## config.mk

```make
export PLATFORM = sky130hd
export DESIGN_NAME = spi_clk_gen
export DESIGN_NICKNAME = d
export VERILOG_FILES = /design/src/rtl/spi_clk_gen.sv
export SDC_FILE = /design/constraint.sdc
export NUM_CORES = 1
export LEC_CHECK = 0
export CAP_MARGIN = 40
export CORE_AREA = 2 2 41 43
export DETAILED_ROUTE_END_ITERATION = 8
export DIE_AREA = 0 0 43 45
export PLACE_DENSITY = 0.68
export SLEW_MARGIN = 10
export SYNTH_ARGS = -nofsm -noshare
export SYNTH_HDL_FRONTEND = slang
export SYNTH_SLANG_ARGS = --single-unit
export TNS_END_PERCENT = 50
```

## constraint.sdc

```tcl
create_clock -name clk_i -period 2.5 [get_ports clk_i]
set_input_delay 0.375 -clock clk_i [delete_from_list [all_inputs] [get_ports clk_i]]
set_output_delay 0.375 -clock clk_i [all_outputs]
set_load 0.01 [all_outputs]
```

## src/rtl/spi_clk_gen.sv

```systemverilog
// -----------------------------------------------------------------------------
// spi_clk_gen
//   Programmable SPI serial-clock generator for the SPI master datapath.
//   Divides clk_i by 2*(div_i+1) to produce spi_clk_o with a selectable idle
//   level (CPOL). It also emits single-cycle rise/fall strobes that the
//   shift/sample logic uses as edge enables. Fully synchronous to clk_i.
//
// Ports
//   clk_i       in   system clock, all logic on posedge
//   rst_i       in   synchronous active-high reset
//   clk_en_i    in   1 = generate SCK, 0 = hold SCK at its idle level
//   div_i       in   half-period = div_i+1 clk_i cycles (sampled at reload)
//   cpol_i      in   SCK idle level (only followed while idle)
//   cpha_i      in   1 = first edge after one half-period,
//                    0 = one extra half-period of lead-in before the first edge
//   spi_clk_o   out  registered serial clock
//   spi_rise_o  out  high in the cycle spi_clk_o first reads 1 after a rise
//   spi_fall_o  out  high in the cycle spi_clk_o first reads 0 after a fall
//
// Configuration macro
//   SPI_CLKGEN_GRACEFUL_STOP_EN
//     defined  : dropping clk_en_i while SCK is away from its idle level lets
//                the current half-period finish; the scheduled edge (with its
//                strobe) brings SCK back to idle. clk_en_i is ignored until
//                that wind-down completes.
//     undefined: dropping clk_en_i forces SCK idle on the next posedge with no
//                strobe.
// -----------------------------------------------------------------------------
module spi_clk_gen #(
  parameter int DIV_W = 8
) (
  input  logic             clk_i,
  input  logic             rst_i,
  input  logic             clk_en_i,
  input  logic [DIV_W-1:0] div_i,
  input  logic             cpol_i,
  input  logic             cpha_i,
  output logic             spi_clk_o,
  output logic             spi_rise_o,
  output logic             spi_fall_o
);

  // Half-period down-counter, lead-in flag, SCK and strobes
  logic [DIV_W-1:0] cnt_q,  cnt_d;
  logic             lead_q, lead_d;
  logic             sck_q,  sck_d;
  logic             rise_q, rise_d;
  logic             fall_q, fall_d;
  // Remembers whether the previous cycle was actively generating, so the
  // first enabled cycle can be recognised and the lead-in latched from cpha_i.
  logic             en_q,   en_d;

`ifdef SPI_CLKGEN_GRACEFUL_STOP_EN
  // Idle level captured while idle, and a flag marking an ongoing wind-down.
  logic             cpol_q, cpol_d;
  logic             stop_q, stop_d;
`endif

  logic             first;
  logic             wind;
  logic             lead_eff;
  logic             toggle;

  // Next-state logic. Idle reloads the counter from div_i and parks SCK at
  // cpol_i every cycle; running counts down and toggles SCK when the counter
  // expires, unless the lead-in half-period is still being consumed.
  always_comb begin
    first = clk_en_i & ~en_q;
`ifdef SPI_CLKGEN_GRACEFUL_STOP_EN
    // Keep running past clk_en_i=0 until SCK is back at its idle level.
    wind  = stop_q | (~clk_en_i & (sck_q ^ cpol_q));
`else
    wind  = 1'b0;
`endif
    // On the first enabled cycle the lead-in comes straight from cpha_i,
    // so that div_i=0 with cpha_i=0 still gets its extra half-period.
    lead_eff = (first & ~wind) ? ~cpha_i : lead_q;

    cnt_d  = cnt_q;
    lead_d = lead_q;
    sck_d  = sck_q;
    en_d   = 1'b0;
    toggle = 1'b0;
`ifdef SPI_CLKGEN_GRACEFUL_STOP_EN
    cpol_d = cpol_q;
    stop_d = 1'b0;
`endif

    if (!clk_en_i && !wind) begin
      cnt_d  = div_i;
      lead_d = 1'b0;
      sck_d  = cpol_i;
`ifdef SPI_CLKGEN_GRACEFUL_STOP_EN
      cpol_d = cpol_i;
`endif
    end else begin
      // During wind-down en stays low so a re-enable after it looks fresh.
      en_d = ~wind;
      if (cnt_q != '0) begin
        cnt_d  = cnt_q - DIV_W'(1);
        lead_d = lead_eff;
      end else begin
        cnt_d  = div_i;
        lead_d = 1'b0;
        if (!lead_eff) begin
          toggle = 1'b1;
          sck_d  = ~sck_q;
        end
      end
`ifdef SPI_CLKGEN_GRACEFUL_STOP_EN
      stop_d = wind & ~toggle;
`endif
    end

    rise_d = toggle &  sck_d;
    fall_d = toggle & ~sck_d;
  end

  // State registers with synchronous reset into the idle condition.
  always_ff @(posedge clk_i) begin
    if (rst_i) begin
      cnt_q  <= div_i;
      lead_q <= 1'b0;
      sck_q  <= cpol_i;
      rise_q <= 1'b0;
      fall_q <= 1'b0;
      en_q   <= 1'b0;
`ifdef SPI_CLKGEN_GRACEFUL_STOP_EN
      cpol_q <= cpol_i;
      stop_q <= 1'b0;
`endif
    end else begin
      cnt_q  <= cnt_d;
      lead_q <= lead_d;
      sck_q  <= sck_d;
      rise_q <= rise_d;
      fall_q <= fall_d;
      en_q   <= en_d;
`ifdef SPI_CLKGEN_GRACEFUL_STOP_EN
      cpol_q <= cpol_d;
      stop_q <= stop_d;
`endif
    end
  end

  assign spi_clk_o  = sck_q;
  assign spi_rise_o = rise_q;
  assign spi_fall_o = fall_q;

endmodule

```

==> results of run 1 <==
[worst paths after layout]
kind,from,endpoint,slack (ns),cells after the start
min reg2reg,cnt_q[0]$_DFF_P_,cnt_q[0]$_DFF_P_,0.47,1
max reg2reg,cnt_q[0]$_DFF_P_,cnt_q[4]$_DFF_P_,0.70,5
min,cnt_q[0]$_DFF_P_,cnt_q[0]$_DFF_P_,0.47,1
max,cnt_q[0]$_DFF_P_,cnt_q[4]$_DFF_P_,0.70,5
[sequential cells by signal, summed over array words and instances (netlist names)]
signal,count
spi_clk_o,1
lead_q,1
en_q,1
spi_rise_o,1
cnt_q,8
spi_fall_o,1
[cell type report]
class	instances	area (um^2)	share of cell area [%]
clock buffer	4	26.3	3.44
tap	16	20.0	2.62
sequential	13	260	34.1
inverter	3	11.3	1.48
timing repair buffer	15	150	19.7
multi-input combinational	46	295	38.7
[power groups by stage]
stage                     logic (W)  clock network (W)  registers, W
after floorplan           0.0000442                  0      0.000239
after global placement    0.0000713                  0      0.000242
after detailed placement  0.0000727                  0      0.000241
after CTS                 0.0000737           0.000136      0.000237
after global routing      0.0000797           0.000150      0.000239
final                     0.0000723           0.000128      0.000237
[logic make-up after synthesis]
| logic type | Yosys count |
|---|---|
| AOI/OAI and AO/OA | 12 |
| xor gates and xnor gates | 7 |
| adders and majority gates | 2 |
| buffers and inverters | 4 |
| DFF | 13 |
| and+or+nand+nor | 25 |
[cells in the mapped netlist]
cell,count,area (um^2)
o21ai_2,1,8.76
xnor2_1,4,35.0
dfxtp_1,13,260
o21ai_0,6,30.0
ha_1,2,25.0
inv_1,3,11.3
or3_1,1,6.26
nor3_1,1,5.00
nor2_1,6,22.5
o21ai_1,2,10.0
a21oi_1,2,10.0
or4_4,1,11.3
nand2b_1,1,6.26
and3_1,1,6.26
or3b_2,1,8.76
xor2_1,3,26.3
nor3b_1,1,7.51
buf_2,1,5.00
a2111oi_4,1,27.5
nand2_1,10,37.5
nand3_1,1,5.00
nor2b_1,1,6.26
[per-layer routing]
metal,part of all wire (%),track usage [%],vias up
li1,-,-,246
met1,43,10.8,188
met2,47,20.0,15
met3,9.0,7.20,2
met4,0.83,3.64,0
met5,0,0,-
[stage by stage]
step / area (um^2) / cells / power (W)
floorplan: 572 / 63 / 0.000283
global placement: 737 / 93 / 0.000313
detailed placement: 737 / 93 / 0.000314
CTS: 763 / 97 / 0.000446
global route: 763 / 97 / 0.000469
finish: 763 / 97 / 0.000437
[critical path, cell delays in order, from the launching register on]
cell	delay, ns
dfxtp_1	0.32
inv_1	0.08
ha_1	0.14
or3b_2	0.49
o21ai_2	0.47
o21ai_0	0.17
==> results by group, run 1 <==
Clock network
  • TritonCTS clock tree: yes
  • Num CTS Buffers: 3
  • Maximum clock path buffer count: 2
  • Post-CTS setup repair buffer count: 0
  • Post-CTS Resized: 0
  • Clock-pin slew on the worst setup and hold paths: 0.07 ns
  • CTS Hold Buffers Added: 0
  • Clk root buf: clkbuf_4
  • Sink Count: 13
  • Htree depth: 1
  • Clock Latency Late Sink: 0.28 ns

Synthesis
  • Compound-Gate Fraction of Synth Area: 15.1%
  • Synth Area in Simple Gates: 21.4%
  • Number of warning messages in the yosys log: 0
  • Adder-Cell Fraction of Synth Area: 4.38%
  • Mapped cell area: 572 um^2
  • Synth Register Bits: 13
  • Distinct cell type count after synthesis: 22
  • Register area share after synthesis: 45.5%
  • Xor/xnor share of the synthesized area: 10.7%
  • Post-Syn Area per Cell: 9.08 um^2
  • Proportion of synthesized area in mux cells: 0%
  • Mapped Cells: 63
  • Mapped Nets: 78
  • Main combinational cell family by area after synthesis: simple AND/OR/NAND/NOR gates

Route
  • Via density: 4.65
  • DRC errors left: 0
  • Routed via count: 451
  • DR pass1 iterations: 2
  • Iter 0 DRT Violations: 1
  • Post-Route WL: 959 um
  • Routed Antenna Nets: 0
  • Routed WL per cell: 9.89 um

Power
  • Flop pwr share: 54.1%
  • Max VDD drop: 340 uV
  • Switch share: 25.2%
  • P_leak: 0.296 nW
  • Combinational power share: 16.5%
  • Cell internal pwr: 0.000327 W
  • NetSw: 0.000110 W
  • Power Dens Cells: 573 nW/um^2
  • Clock power share: 29.3%

Floorplan
  • Row count: 14
  • Starting Density: 38.9%
  • Die Height: 45 um
  • Die area: 1940 um^2
  • Die X-Extent: 43 um
  • Core Area: 1470 um^2
  • I/O pins: 16

Place
  • Routability cong.: 0.707
  • Port buffer count: 15
  • Place WS: 0.597 ns
  • Hpwl dp: 718 um

Setup path
  • CP Data Arrival Time: 1.94 ns
  • Worst EP required: 2.64 ns
  • Crit path capture type: register
  • Crit-path max FO: 17
  • Kind of critical path: register to register
  • Critical Path Start Type: register

STA
  • Final Hold Fails: 0
  • WHS: 0.470 ns
  • # setup viols final: 0
  • Tcrit/Tclk final: 72.0%
  • RSZ-0062 raised after global routing: no
  • TNS Setup: 0 ns
  • Fin crit period: 1.80 ns
  • Max frequency: 556 MHz
  • Slew margin rel.: 63.5%
  • Clock Skew: 0.00441 ns
  • Final worst slack: 0.700 ns
  • Slew Limit Fails: 0
  • Worst slew pin tran: 0.547 ns

Outcome
  • Status: completed

GRT
  • Largest net degree at the start of global routing: 18
  • Total grt overflow: 0
  • Initial antenna violation count: 0
  • GR Util All Layers: 11.3%
  • First-pass GRT wire length: 1550 um
  • Vias in the first global route: 386

Final layout
  • Post-layout net count: 97
  • Ant diodes: 0
  • Layout cells sized above 1: 8.64%
  • Fin util: 51.9%
  • Area grow syn2layout: 33.5%
  • Commonest non-fill, non-tap cells in the layout: clkdlybuf4s50_1, dfxtp_1, nand2_1
  • Commonest non-fill, non-tap cell in the layout: clkdlybuf4s50_1
  • Fillers: 163

Worst hold path
  • Type of the most critical hold path: register to register

Flow run
  • Max-cap violation count: 0
Power figures use the tool's default switching activity.
==> run 2: changes to the inputs <==
--- a/config.mk
+++ b/config.mk
@@ -9,7 +9,7 @@
 export CORE_AREA = 2 2 41 43
 export DETAILED_ROUTE_END_ITERATION = 8
 export DIE_AREA = 0 0 43 45
-export PLACE_DENSITY = 0.68
+export PLACE_DENSITY = 0.7
 export SLEW_MARGIN = 10
 export SYNTH_ARGS = -nofsm -noshare
 export SYNTH_HDL_FRONTEND = slang
==> constraint.sdc (replaced) <==
create_clock -name clk_i -period 1.47 [get_ports clk_i]
set_input_delay 0.2205 -clock clk_i [delete_from_list [all_inputs] [get_ports clk_i]]
set_output_delay 0.2205 -clock clk_i [all_outputs]
set_load 0.01 [all_outputs]
==> results by group, run 2 (synthesis results as in run 1) <==
Outcome
  • Status: finished with violations (was completed)
  • Violated checks: setup timing

Route
  • Routed WL per cell: 11.3 um (was 9.89 um)
  • DRC errors left: 0 (unchanged)
  • Routed Antenna Nets: 0 (unchanged)
  • Post-Route WL: 1270 um (was 959 um)
  • DR pass1 iterations: 4 (was 2)
  • Routed via count: 532 (was 451)
  • Iter 0 DRT Violations: 6 (was 1)
  • Via density: 4.75 (was 4.65)

Clock network
  • Sink Count: 13 (unchanged)
  • Clock-pin slew on the worst setup and hold paths: 0.07 ns (about the same)
  • TritonCTS clock tree: yes (unchanged)
  • Clock Latency Late Sink: 0.28 ns (about the same)
  • Maximum clock path buffer count: 2 (unchanged)
  • Num CTS Buffers: 3 (unchanged)
  • Htree depth: 1 (unchanged)
  • Clk root buf: clkbuf_4 (unchanged)

Floorplan
  • Die X-Extent: 43 um (unchanged)
  • Starting Density: 38.9% (unchanged)
  • Row count: 14 (unchanged)
  • I/O pins: 16 (unchanged)
  • Die Height: 45 um (unchanged)
  • Die area: 1940 um^2 (unchanged)
  • Core Area: 1470 um^2 (unchanged)

Final layout
  • Number of flip-flops in the largest register: 8 (unchanged)
  • Commonest non-fill, non-tap cell in the layout: clkdlybuf4s50_1 (unchanged)
  • Area grow syn2layout: 59.7% (was 33.5%)
  • Most flops, register: cnt_q (unchanged)
  • Fillers: 134 (was 163)
  • Layout cells sized above 1: 29.2% (was 8.64%)
  • Ant diodes: 0 (unchanged)
  • Commonest non-fill, non-tap cells in the layout: clkdlybuf4s50_1, buf_4, nand2_1, dfxtp_1, nor2_1 (was clkdlybuf4s50_1, dfxtp_1, nand2_1)
  • Post-layout net count: 112 (was 97)

Setup path
  • Kind of critical path: register to register (unchanged)
  • Crit-path max FO: 3 (was 17)
  • Worst EP required: 1.65 ns (was 2.64 ns)
  • FF-to-FF path depth: 6 (was 5)
  • Critical-path cell list: inv_2 > ha_4 > or3b_4 > a2111oi_4 > xnor2_1 > a21oi_1 (was inv_1 > ha_1 > or3b_2 > o21ai_2 > o21ai_0)
  • Reg2reg setup slack: -0.15 ns (was 0.70 ns)
  • CP Data Arrival Time: 1.80 ns (was 1.94 ns)
  • Critical Path Start Type: register (unchanged)
  • Largest stage delay on the critical path: 0.39 ns (was 0.49 ns)
  • Reg2reg start: cnt_q[1]$_DFF_P_ (was cnt_q[0]$_DFF_P_)
  • Critical-path top delay cell: or3b_4 (was or3b_2)
  • Crit Reg-Reg Endpoint: spi_clk_o$_DFF_P_ (was cnt_q[4]$_DFF_P_)
  • Crit path capture type: register (unchanged)

GRT
  • GR Util All Layers: 14.5% (was 11.3%)
  • Initial antenna violation count: 0 (unchanged)
  • First-pass GRT wire length: 2020 um (was 1550 um)
  • Total grt overflow: 0 (unchanged)
  • Largest net degree at the start of global routing: 10 (was 18)
  • Vias in the first global route: 482 (was 386)

Worst hold path
  • Hold path depth: 3 (was 1)
  • Hold Path End: cnt_q[0]$_DFF_P_ (unchanged)
  • HP Start: div_i[0] (was cnt_q[0]$_DFF_P_)
  • Type of the most critical hold path: input pin to register (was register to register)

Power
  • Power Dens Cells: 897 nW/um^2 (was 573 nW/um^2)
  • Clock power share: 27.2% (was 29.3%)
  • Cell internal pwr: 0.000605 W (was 0.000327 W)
  • Max VDD drop: 598 uV (was 340 uV)
  • Switch share: 26.2% (was 25.2%)
  • Combinational power share: 24.1% (was 16.5%)
  • P_leak: 0.372 nW (was 0.296 nW)
  • Flop pwr share: 48.7% (was 54.1%)
  • NetSw: 0.000214 W (was 0.000110 W)

Place
  • Hpwl dp: 910 um (was 718 um)
  • Port buffer count: 15 (unchanged)
  • Routability cong.: 0.829 (was 0.707)
  • Place WS: -0.205 ns (was 0.597 ns)

STA
  • Tcrit/Tclk final: 110% (was 72.0%)
  • Fin crit period: 1.62 ns (was 1.80 ns)
  • Final Hold Fails: 0 (unchanged)
  • Slew margin rel.: 66.6% (was 63.5%)
  • RSZ-0062 raised after global routing: yes (was no)
  • Slew Limit Fails: 0 (unchanged)
  • # setup viols final: 12 (was 0)
  • TNS Setup: -1.05 ns (was 0 ns)
  • Max frequency: 617 MHz (was 556 MHz)
  • Worst slew pin tran: 0.500 ns (was 0.547 ns)
  • Final worst slack: -0.150 ns (was 0.700 ns)
  • Clock Skew: 0.00196 ns (was 0.00441 ns)

Flow run
  • Max-cap violation count: 0 (unchanged)
[run 2: changes by cell type in the layout (fill, tap and decap cells not counted), moves of 3 or more]
cell / before / now
buf_6: 0 / 3
buf_4: 0 / 12
o21ai_1: 2 / 5
dfxtp_1: 13 / 10
dfxtp_2: 0 / 3
o21ai_0: 6 / 3
[run 2: critical path: cells and delay by family, from the launching register on]
family	cells	cell delay, ns
compound gates	2	0.43
simple gates	1	0.39
flops	1	0.33
xor+xnor	1	0.16
fa+ha+maj	1	0.13
buf+inv	1	0.08
[run 2: power groups by stage]
| stage | combinational (W) | clock (W) | sequential (W) |
|---|---|---|---|
| after floorplan | 0.0000798 | 0 | 0.000407 |
| after global placement | 0.000172 | 0 | 0.000403 |
| after detailed placement | 0.000176 | 0 | 0.000404 |
| after CTS | 0.000182 | 0.000227 | 0.000396 |
| after global routing | 0.000217 | 0.000247 | 0.000402 |
| final | 0.000198 | 0.000223 | 0.000399 |
[run 2: worst max-delay path by stage]
| stage | from | endpoint | cells past startpoint |
|---|---|---|---|
| global placement | clk_en_i | spi_clk_o$_DFF_P_ | 5 |
| finish | cnt_q[1]$_DFF_P_ | spi_clk_o$_DFF_P_ | 6 |
| floorplan | cnt_q[0]$_DFF_P_ | spi_clk_o$_DFF_P_ | 6 |
| detailed placement | clk_en_i | spi_clk_o$_DFF_P_ | 5 |
| CTS | cnt_q[2]$_DFF_P_ | spi_clk_o$_DFF_P_ | 4 |
| global route | cnt_q[1]$_DFF_P_ | spi_clk_o$_DFF_P_ | 6 |
[run 2: through the flow]
stage | cells | area (um^2) | hold WS (ns) | power [W] | utilization, %
after CTS | 110 | 878 | 0.474 | 0.000806 | 59.7
after detailed placement | 105 | 837 | 0.496 | 0.000580 | 56.9
final | 112 | 913 | 0.466 | 0.000820 | 62.1
after floorplan | 63 | 584 | 0.329 | 0.000487 | -
after global routing | 112 | 913 | 0.503 | 0.000866 | 62.1
after global placement | 105 | 837 | 0.462 | 0.000576 | 56.9
[run 2: what timing repair did]
item	in CTS	in global routing
setup endpoints to repair	3	13
gates resized for setup	2	12
pin swaps	3	6
gates cloned	0	1
setup buffers	1	1
endpoints found under the hold margin	0	0
hold buffers	0	0
[run 2: cell type report]
cell class,count,area [um^2],area share (%)
timing repair buffer,30,274,30.0
clock buffer,4,26.3,2.88
sequential,13,264,28.9
tap,16,20.0,2.19
multi-input combinational,46,318,34.8
inverter,3,11.3,1.23
[run 2: metal layers]
metal | vias up | share of wire (%) | global-route usage (%)
met3 | 3 | 6.2 | 4.40
met4 | 0 | 2.0 | 10.3
met5 | - | 0 | 0
met1 | 236 | 37 | 14.1
met2 | 17 | 55 | 26.4
li1 | 276 | - | -
==> run 3: changes to the inputs <==
--- a/config.mk
+++ b/config.mk
@@ -9,7 +9,9 @@
 export CORE_AREA = 2 2 41 43
 export DETAILED_ROUTE_END_ITERATION = 8
 export DIE_AREA = 0 0 43 45
+export GPL_TIMING_DRIVEN = 0
 export PLACE_DENSITY = 0.7
+export SKIP_LAST_GASP = 1
 export SLEW_MARGIN = 10
 export SYNTH_ARGS = -nofsm -noshare
 export SYNTH_HDL_FRONTEND = slang
==> results by group, run 3 (synthesis results as in run 1) <==
Floorplan
  • I/O pins: 16 (unchanged)
  • Starting Density: 38.9% (unchanged)
  • Row count: 14 (unchanged)
  • Die X-Extent: 43 um (unchanged)
  • Die Height: 45 um (unchanged)
  • Core Area: 1470 um^2 (unchanged)
  • Die area: 1940 um^2 (unchanged)

STA
  • Final worst slack: -0.145 ns (was -0.150 ns)
  • Fin crit period: 1.62 ns (about the same)
  • Slew Limit Fails: 0 (unchanged)
  • Clock Skew: 0.00320 ns (was 0.00196 ns)
  • Slew margin rel.: 69.1% (was 66.6%)
  • # setup viols final: 10 (was 12)
  • Max frequency: 619 MHz (was 617 MHz)
  • RSZ-0062 raised after global routing: yes (unchanged)
  • Worst slew pin tran: 0.463 ns (was 0.500 ns)
  • Tcrit/Tclk final: 110% (about the same)
  • Final Hold Fails: 0 (unchanged)

Setup path
  • Largest stage delay on the critical path: 0.57 ns (was 0.39 ns)
  • Critical-path top delay cell: or4_4 (was or3b_4)
  • Kind of critical path: register to register (unchanged)
  • Critical-path cell list: or4_4 > a2111oi_4 > xnor2_1 > a21oi_1 (was inv_2 > ha_4 > or3b_4 > a2111oi_4 > xnor2_1 > a21oi_1)
  • Worst EP required: 1.62 ns (was 1.65 ns)
  • Crit-path max FO: 3 (unchanged)
  • Critical Path Start Type: register (unchanged)
  • Crit path capture type: register (unchanged)
  • CP Data Arrival Time: 1.77 ns (was 1.80 ns)

Clock network
  • Num CTS Buffers: 3 (unchanged)
  • Clk root buf: clkbuf_4 (unchanged)
  • Clock Latency Late Sink: 0.28 ns (about the same)
  • Clock-pin slew on the worst setup and hold paths: 0.08 ns (was 0.07 ns)
  • Maximum clock path buffer count: 2 (unchanged)
  • Htree depth: 1 (unchanged)
  • CTS Hold Buffers Added: 0 (unchanged)
  • Sink Count: 13 (unchanged)
  • TritonCTS clock tree: yes (unchanged)

Place
  • Placed Cells incl. Taps: 94 (was 105)
  • Routability cong.: 0.747 (was 0.829)
  • Port buffer count: 15 (unchanged)
  • Hpwl dp: 715 um (was 910 um)
  • Place WS: -0.310 ns (was -0.205 ns)

Route
  • DR pass1 iterations: 4 (unchanged)
  • Routed WL per cell: 10.8 um (was 11.3 um)
  • Routed via count: 510 (was 532)
  • Via density: 4.95 (was 4.75)
  • Routed Antenna Nets: 0 (unchanged)
  • Post-Route WL: 1110 um (was 1270 um)
  • Iter 0 DRT Violations: 11 (was 6)
  • DRC errors left: 0 (unchanged)

Power
  • P_leak: 0.327 nW (was 0.372 nW)
  • Max VDD drop: 585 uV (was 598 uV)
  • Power Dens Cells: 931 nW/um^2 (was 897 nW/um^2)

GRT
  • Total grt overflow: 0 (unchanged)
  • First-pass GRT wire length: 1840 um (was 2020 um)
  • Vias in the first global route: 457 (was 482)
  • Largest net degree at the start of global routing: 8 (was 10)
  • GR Util All Layers: 13.1% (was 14.5%)
  • Initial antenna violation count: 0 (unchanged)

Final layout
  • Commonest non-fill, non-tap cell in the layout: clkdlybuf4s50_1 (unchanged)
  • Number of flip-flops in the largest register: 8 (unchanged)
  • Non-Filler Instances: 103 (was 112)
  • Commonest non-fill, non-tap cells in the layout: clkdlybuf4s50_1, dfxtp_1, nand2_1 (was clkdlybuf4s50_1, buf_4, nand2_1, dfxtp_1, nor2_1)
  • Ant diodes: 0 (unchanged)
  • Layout cells sized above 1: 26.4% (was 29.2%)
  • Post-layout net count: 103 (was 112)
  • Area grow syn2layout: 47.3% (was 59.7%)
  • Most flops, register: cnt_q (unchanged)

Outcome
  • Status: finished with violations (unchanged)
  • Violated checks: setup timing (unchanged)

Flow run
  • Max-cap violation count: 0 (unchanged)

Worst hold path
  • Type of the most critical hold path: register to register (was input pin to register)
run 3: changes by cell type in the layout (fill, tap and decap cells not counted), sizes merged:
cell / before / now
buf: 15 / 6
run 3: layer usage:
| metal | vias up | track usage (%) | part of all wire, % |
|---|---|---|---|
| li1 | 260 | - | - |
| met1 | 226 | 15.8 | 44 |
| met2 | 19 | 21.2 | 45 |
| met3 | 5 | 4.00 | 8.6 |
| met4 | 0 | 7.27 | 2.7 |
| met5 | - | 0 | 0 |
run 3: final cells by class:
| type | count | area (um^2) |
|---|---|---|
| clock buffers | 4 | 26.3 |
| repair buffers | 20 | 191 |
| plain buffers | 1 | 11.3 |
| well taps | 16 | 20.0 |
| fillers | 143 | 629 |
| flip-flops and latches | 13 | 265 |
| inverters | 3 | 11.3 |
| multi-input cells | 46 | 317 |
run 3: final timing paths:
| path | startpoint | to | slack (ns) | cells past startpoint |
|---|---|---|---|---|
| worst min register to register | spi_clk_o$_DFF_P_ | spi_rise_o$_SDFF_PP0_ | 0.47 | 1 |
| worst min-delay path | spi_clk_o$_DFF_P_ | spi_rise_o$_SDFF_PP0_ | 0.47 | 1 |
| worst max-delay path | cnt_q[2]$_DFF_P_ | spi_clk_o$_DFF_P_ | -0.15 | 4 |
| worst max register to register | cnt_q[2]$_DFF_P_ | spi_clk_o$_DFF_P_ | -0.15 | 4 |
run 3: power by group:
| group | internal [W] | leakage (nW) | switching (W) | total [W] |
|---|---|---|---|---|
| registers | 0.000381 | 0.109 | 0.0000228 | 0.000404 |
| logic | 0.0000926 | 0.204 | 0.0000646 | 0.000157 |
| clock network | 0.000105 | 0.0150 | 0.000117 | 0.000222 |
run 3: critical path: cells and delay by family, from the launching register on:
family	cells	cell delay, ns
AOI/OAI and AO/OA	2	0.43
xor gates and xnor gates	1	0.16
and+or+nand+nor	1	0.57
DFF	1	0.33
run 3: stage by stage:
stage / setup TNS [ns] / total power, W / cell area [um^2] / hold slack, ns / utilization [%]
6_report: -0.343 / 0.000784 / 842 / 0.473 / 57.2
5_1_grt: -1.11 / 0.000831 / 842 / 0.493 / 57.2
4_1_cts: -0.234 / 0.000780 / 830 / 0.476 / 56.4
3_5_place_dp: -2.71 / 0.000540 / 754 / 0.453 / 51.3
3_3_place_gp: -2.49 / 0.000538 / 754 / 0.457 / 51.3
2_1_floorplan: -0.0885 / 0.000487 / 584 / 0.329 / -
run 3: timing repair:
action | 4_1_cts | 5_1_grt
pin swaps | 4 | 4
buffers inserted | 4 | 0
gates resized for setup | 7 | 8
endpoints found under the setup margin | 11 | 13
gates cloned | 1 | 0
